`src/rtl/game_pkg.sv`:
```
// game_pkg: shared state encoding and output defaults for the memory game control unit
package game_pkg;

    typedef enum logic [3:0] {
        S_INIT      = 4'd0,
        S_SETUP     = 4'd1,
        S_PREP      = 4'd2,
        S_PLAY_FPGA = 4'd3,
        S_PLAY_USER = 4'd4,
        S_CHECK     = 4'd5,
        S_NEXT      = 4'd6,
        S_ROUND_CHK = 4'd7,
        S_RESULT    = 4'd8
    } state_t;

    // Output vector order: {r1, r2, e1, e2, e3, e4, sel}
    localparam logic [6:0] OUT_DEFAULT = 7'b0000001;
    localparam logic [6:0] OUT_INIT    = 7'b1100001;
    localparam logic [6:0] OUT_SETUP   = 7'b0010001;
    localparam logic [6:0] OUT_PREP    = 7'b0100001;
    localparam logic [6:0] OUT_FPGA    = 7'b0000101;
    localparam logic [6:0] OUT_USER    = 7'b0001001;
    localparam logic [6:0] OUT_NEXT    = 7'b0000011;
    localparam logic [6:0] OUT_RESULT  = 7'b0000000;

endpackage

```
`src/rtl/edge_detect.sv`:
```
// edge_detect: one-cycle pulse on each rising edge of a synchronized level input
module edge_detect (
    input  logic clock_50,
    input  logic reset,
    input  logic din,
    output logic pulse
);

    logic din_q;

    // Remember the previous level so a held input yields a single pulse
    always_ff @(posedge clock_50) begin
        if (reset) din_q <= 1'b0;
        else       din_q <= din;
    end

    assign pulse = din & ~din_q;

endmodule

```
`src/rtl/game_control.sv`:
```
// game_control: Moore FSM sequencing the memory game datapath
module game_control
    import game_pkg::*;
(
    input  logic       clock_50,
    input  logic       reset,
    input  logic       enter,
    input  logic       end_fpga,
    input  logic       end_user,
    input  logic       end_time,
    input  logic       win,
    input  logic       match,
    output logic       r1,
    output logic       r2,
    output logic       e1,
    output logic       e2,
    output logic       e3,
    output logic       e4,
    output logic       sel,
    output logic [3:0] state_o
);

    state_t     state_q, state_d;
    logic       enter_p;
    logic [6:0] outs;

    edge_detect u_enter_edge (
        .clock_50 (clock_50),
        .reset    (reset),
        .din      (enter),
        .pulse    (enter_p)
    );

    // State register; reset overrides any pending transition
    always_ff @(posedge clock_50) begin
        if (reset) state_q <= S_INIT;
        else       state_q <= state_d;
    end

    // Next-state logic; unused codes fall back to S_INIT
    always_comb begin
        state_d = state_q;
        case (state_q)
            S_INIT:      state_d = S_SETUP;
            S_SETUP:     state_d = enter_p ? S_PREP : S_SETUP;
            S_PREP:      state_d = S_PLAY_FPGA;
            S_PLAY_FPGA: state_d = end_fpga ? S_PLAY_USER : S_PLAY_FPGA;
            S_PLAY_USER: state_d = end_time ? S_RESULT : (end_user ? S_CHECK : S_PLAY_USER);
            S_CHECK:     state_d = match ? S_NEXT : S_RESULT;
            S_NEXT:      state_d = S_ROUND_CHK;
            S_ROUND_CHK: state_d = win ? S_RESULT : S_PREP;
            S_RESULT:    state_d = enter_p ? S_INIT : S_RESULT;
            default:     state_d = S_INIT;
        endcase
    end

    // Moore output decode from the state register only
    always_comb begin
        outs = OUT_DEFAULT;
        case (state_q)
            S_INIT:      outs = OUT_INIT;
            S_SETUP:     outs = OUT_SETUP;
            S_PREP:      outs = OUT_PREP;
            S_PLAY_FPGA: outs = OUT_FPGA;
            S_PLAY_USER: outs = OUT_USER;
            S_NEXT:      outs = OUT_NEXT;
            S_RESULT:    outs = OUT_RESULT;
            default:     outs = OUT_DEFAULT;
        endcase
    end

    assign {r1, r2, e1, e2, e3, e4, sel} = outs;
    assign state_o = state_q;

endmodule

```
`config.mk`:
```
export PLATFORM = sky130hd
export DESIGN_NAME = game_control
export DESIGN_NICKNAME = d
export VERILOG_FILES = /design/src/rtl/game_pkg.sv /design/src/rtl/edge_detect.sv /design/src/rtl/game_control.sv
export SDC_FILE = /design/constraint.sdc
export NUM_CORES = 1
export LEC_CHECK = 0
export CORE_AREA = 2 2 39 41
export DETAILED_ROUTE_END_ITERATION = 12
export DIE_AREA = 0 0 41 43
export SLEW_MARGIN = 10
export SYNTH_ARGS = -nofsm -noshare
export SYNTH_HDL_FRONTEND = slang
export SYNTH_SLANG_ARGS = --single-unit
```
`constraint.sdc`:
```
create_clock -name clock_50 -period 1.1 [get_ports clock_50]
set_input_delay 0.22 -clock clock_50 [delete_from_list [all_inputs] [get_ports clock_50]]
set_output_delay 0.22 -clock clock_50 [all_outputs]
set_load 0.02 [all_outputs]
```
[Word level (Yosys, flattened, before mapping)]
Index checks and enable logic that the tools add are counted.
Word-level totals
  register bits after elaboration: 5
  bits of input ports: 8
  output and inout bits: 11
  word-level logic and storage cells: 22
Cells by class
  equal/unequal tests: 8
  mux-type cells: 9
  bitwise gates (word level): 2
  reductions and logical operators: 1
Operators with widths (count)
  $pmux 7 s7: 1
  $pmux 4 s9: 1
  $eq 4x3->1 const B: 4
  $mux 4: 4
  $eq 4x2->1 const B: 2
  $eq 4x1->1 const B: 1
  $eq 4x4->1 const B: 1
  $logic_not 4->1: 1
  $mux 3: 1
  $mux 2: 1
  $and 1x1->1: 1
  $mux 1: 1
  $not 1->1: 1

[Logic depth before layout (Yosys ltp)]
Gate-level depths: netlist (run 1).
  depth in word-level cells: 4
  depth in mapped cells: 5

[Cells and area by module]
Synthesis (run 1) repeated with hierarchy kept, for this count alone.
Unflattened totals
  cells, all modules: 47
  area total of the unflattened synthesis: 410.4 µm²
By module, submodules not included
  game_control: times used 1, cells an instance 44, area each 362.8 µm²
  edge_detect: times used 1, cells an instance 3, area each 47.5 µm²

[Worst setup path after synthesis (run 1)]
No wires, ideal clock.
  path kind: reg-to-output
  start: register state_q[0], in the netlist state_o[0]
  end: output port r1
  arrival: 1.293 ns
  path slack: -0.413 ns
  stages on the path, launching flop included: 3
  cells stage by stage: dfxtp_1 -> buf_6 -> nor4_1
On the way
  cells in the longest elaborated chain, start to end: 2
RTL lines
  start: declaration: RTL line game_control.sv:23  | state_t state_q, state_d;
  start signal: assignment: RTL line game_control.sv:37  | else state_q <= state_d;
  $eq 4x4->1, or another cell as far along: RTL line game_control.sv:60  | case (state_q)
  $pmux 7 s7 (*): RTL line game_control.sv:60
  end: declaration: RTL line game_control.sv:13  | output logic r1,
Every way passes the cells marked *; elsewhere a longest branch is shown, timed or not.

[Final worst setup path (run 1)]
  start: register state_q[1], in the netlist state_o[1]
  end: register state_q[3], in the netlist state_o[3]
On the way
  cells in the longest elaborated chain, start to end: 2
RTL lines
  $eq 4x4->1, or another cell as far along: RTL line game_control.sv:43  | case (state_q)
  $pmux 4 s9 (*): RTL line game_control.sv:43
Marks and branches as above.
A chain may end at the register's enable or synchronous reset.

==> results of run 1 <==
[critical path, delay by kind of cell (launching register included)]
family          cells  cell delay (ps)
simple gates        2              260
flops               1              420
compound gates      2              390
buf+inv             1              150
[sequential cells by signal (all words and copies together), names as in the netlist]
register / cells
u_enter_edge.din_q: 1
state_o: 4
[final timing paths]
check                  start            endpoint  cells past startpoint
hold reg to reg   state_o[3]          state_o[1]                      3
hold / removal         reset  u_enter_edge.din_q                      2
setup / recovery  state_o[1]          state_o[3]                      5
setup reg to reg  state_o[1]          state_o[3]                      5
[cell families (layout without fill, tap and decap cells)]
group | after synthesis | after routing | share of synthesized area (%)
flops | 5 | 5 | 25.3
simple gates | 23 | 23 | 41.1
buf+inv | 6 | 41 | 12.3
compound gates | 13 | 13 | 21.2
[metrics by stage]
step,TNS [ps],hold slack (ps)
floorplan,-367,292
global placement,-4700,621
detailed placement,-4750,615
CTS,-2100,546
global route,-2920,579
finish,-2200,548
[cells in the mapped netlist (2+ instances only)]
| master | instances | area share [%] |
|---|---|---|
| nor2b_1 | 2 | 3.2 |
| or2b_1 | 2 | 3.8 |
| nand2_1 | 4 | 3.8 |
| a21oi_1 | 5 | 6.3 |
| nor3_1 | 3 | 3.8 |
| dfxtp_1 | 5 | 25 |
| buf_6 | 3 | 8.5 |
| inv_1 | 2 | 1.9 |
| nand2b_1 | 2 | 3.2 |
| nor2_1 | 4 | 3.8 |
[power by group through the flow]
stage	clock (mW)	combinational, mW	sequential (mW)
global route	0.226	0.291	0.217
global placement	0	0.225	0.215
detailed placement	0	0.224	0.216
finish	0.202	0.271	0.215
CTS	0.212	0.253	0.215
floorplan	0	0.126	0.211
[what timing repair did]
item                                    CTS  global route
endpoints found under the setup margin   15            14
resized for setup                        69            10
pin swaps                                 6             8
setup buffers                             2             2
[metal layers]
| metal | track usage (%) | vias up | part of all wire (%) |
|---|---|---|---|
| met4 | 4.00 | 0 | 0 |
| met2 | 25.3 | 16 | 48 |
| li1 | - | 244 | - |
| met5 | 0 | - | 0 |
| met3 | 5.24 | 0 | 7.1 |
| met1 | 19.4 | 214 | 45 |
[cell usage in the layout, fill, tap and decap left out, drive strengths merged]
cell	n
dfxtp	5
nor4	2
nor4b	1
a21oi	5
nor3	4
a21o	1
o21bai	1
a32oi	1
o21ai	1
o22a	1
nand2	4
clkdlybuf4s50	7
nor2b	2
nor2	4
or2b	2
nand2b	3
nand3	1
o211ai	1
inv	2
a22oi	1
buf	28
clkbuf	4
a31oi	1
[layout make-up]
class | instances | area, um2
clock buffers | 4 | 26.3
multi-input cells | 36 | 328
inverters | 2 | 10.0
flip-flops and latches | 5 | 115
well taps | 16 | 20.0
fillers | 127 | 532
repair buffers | 35 | 353
==> impl_metrics.toml, run 1 <==
[run_status]
status = "finished, violations left"
violations = "setup timing"

[routing]
drc_errors = 0
drtAntennaViolNets = 0
drtIter0Drc = 5
viasPerCell = 4.84
vias = 474
wire_per_inst_um = 12.3
finalWirelength_mm = 1.21
firstDrtPassIters = 3

[cts]
clockRootBuffer = "clkbuf_4"
cts_sinks = 5
h-tree-depth = 1
clk_latency_ps = 230
holdBufCountCts = 0
cts_tree = "done"
cts_buffer_depth = 2
numCtsBuffers = 3
clkTransAtPathRegs_ps = 40

[power_and_ir_drop]
peakVddDrop_mv = 0.847
internal_power_mw = 0.483
p_per_area_nw_per_um2 = 807
power_frac_clock_pct = 29.3
power_mw = 0.688
p_comb_share_pct = 39.4
switching_share_pct = 29.8
netSwitchingPower_mw = 0.205
p_seq_share_pct = 31.3
power_leakage_nw = 0.328

[worst_setup_path]
cp_slowest_cell = "dfxtp_4"
end_kind = "register"
regToRegSetupSlack_ps = -250
path_cells = "buf_6 -> or2b_1 -> a32oi_1 -> o22a_1 -> nor2_1"
max_stage_delay_ps = 420
worstPathRequired_ps = 1210
critPathMaxFanout = 7
worstPathArrival_ps = 1460
path_class = "register to register"
start_kind = "register"

[sta]
period_needed_ps = 1350
tightest_slew_ps = 323
fin_ws_ps = -249
setup-violations-final = 12
grt_setup_unrepaired = "true"
max-slew-margin-rel_pct = 78.4
slew_viol_final = 0
post-route-period-util_pct = 123
fmax_ghz = 0.741
hold_violations = 0
clock-skew-final_ps = 2.79

[finish]
finalInstanceArea_um2 = 852
insertedDiodeCount = 0
drive_above_1_share_pct = 61.0
syn2layout_area_growth_pct = 116
nets = 91
final_cells = 98
finish.utilization_pct = 61.6

[die]
dieWidth_um = 41
die_area_um2 = 1760
rows = 14
initial_core_util_pct = 28.6
pin_count = 19
coreArea_um2 = 1380
die_h_um = 43

[synthesis]
ys_ff_latch = 5
synth_cell_types = 25
synthCells = 47
synth-main-ff-cell = "dfxtp_1"
syn-num-nets = 55
ys_seq_area_share_pct = 25.3
ys.warnings.count = 0
synthArstFlopShare_pct = 0
avgSynthCellArea_um2 = 8.41
synth_area_um2 = 395
synth_edf_count = 0

[flow_run]
max_cap_viol_count = 0

[place]
dp_cells = 90
post-dp-hpwl_um = 820
place_ws_ps = -452
globalplace.congestion = 0.794
port_buffers = 18
placed_cell_area_um2 = 716

[grt]
grt_pass1_wl_mm = 1.89
grt_pass1_vias = 454
antenna_found_initial = 0
grt_max_degree = 10
grt-ovfl-total = 0
grt.total_usage_pct = 15.8

[min_path]
hp-class = "input pin to register"
Note: power is estimated with default switching activity, not from simulation.
==> run 2, diff against run 1 <==
MAX_ROUTING_LAYER = met4   (was unset)
==> results of run 2 <==
The final DEF is identical to that of run 1; final timing and power are the same.
Main changes from that run: final weighted congestion in routability-driven placement 0.794 -> 0.805; overall routing resource usage 15.8% -> 16.2%
==> run 3, diff against run 2 <==
CTS_CLUSTER_SIZE = 10   (was unset)
==> results of run 3 <==
The final DEF is identical to that of run 1; final timing and power are the same.
Main changes from that run: final weighted congestion in routability-driven placement 0.794 -> 0.805; overall routing resource usage 15.8% -> 16.2%
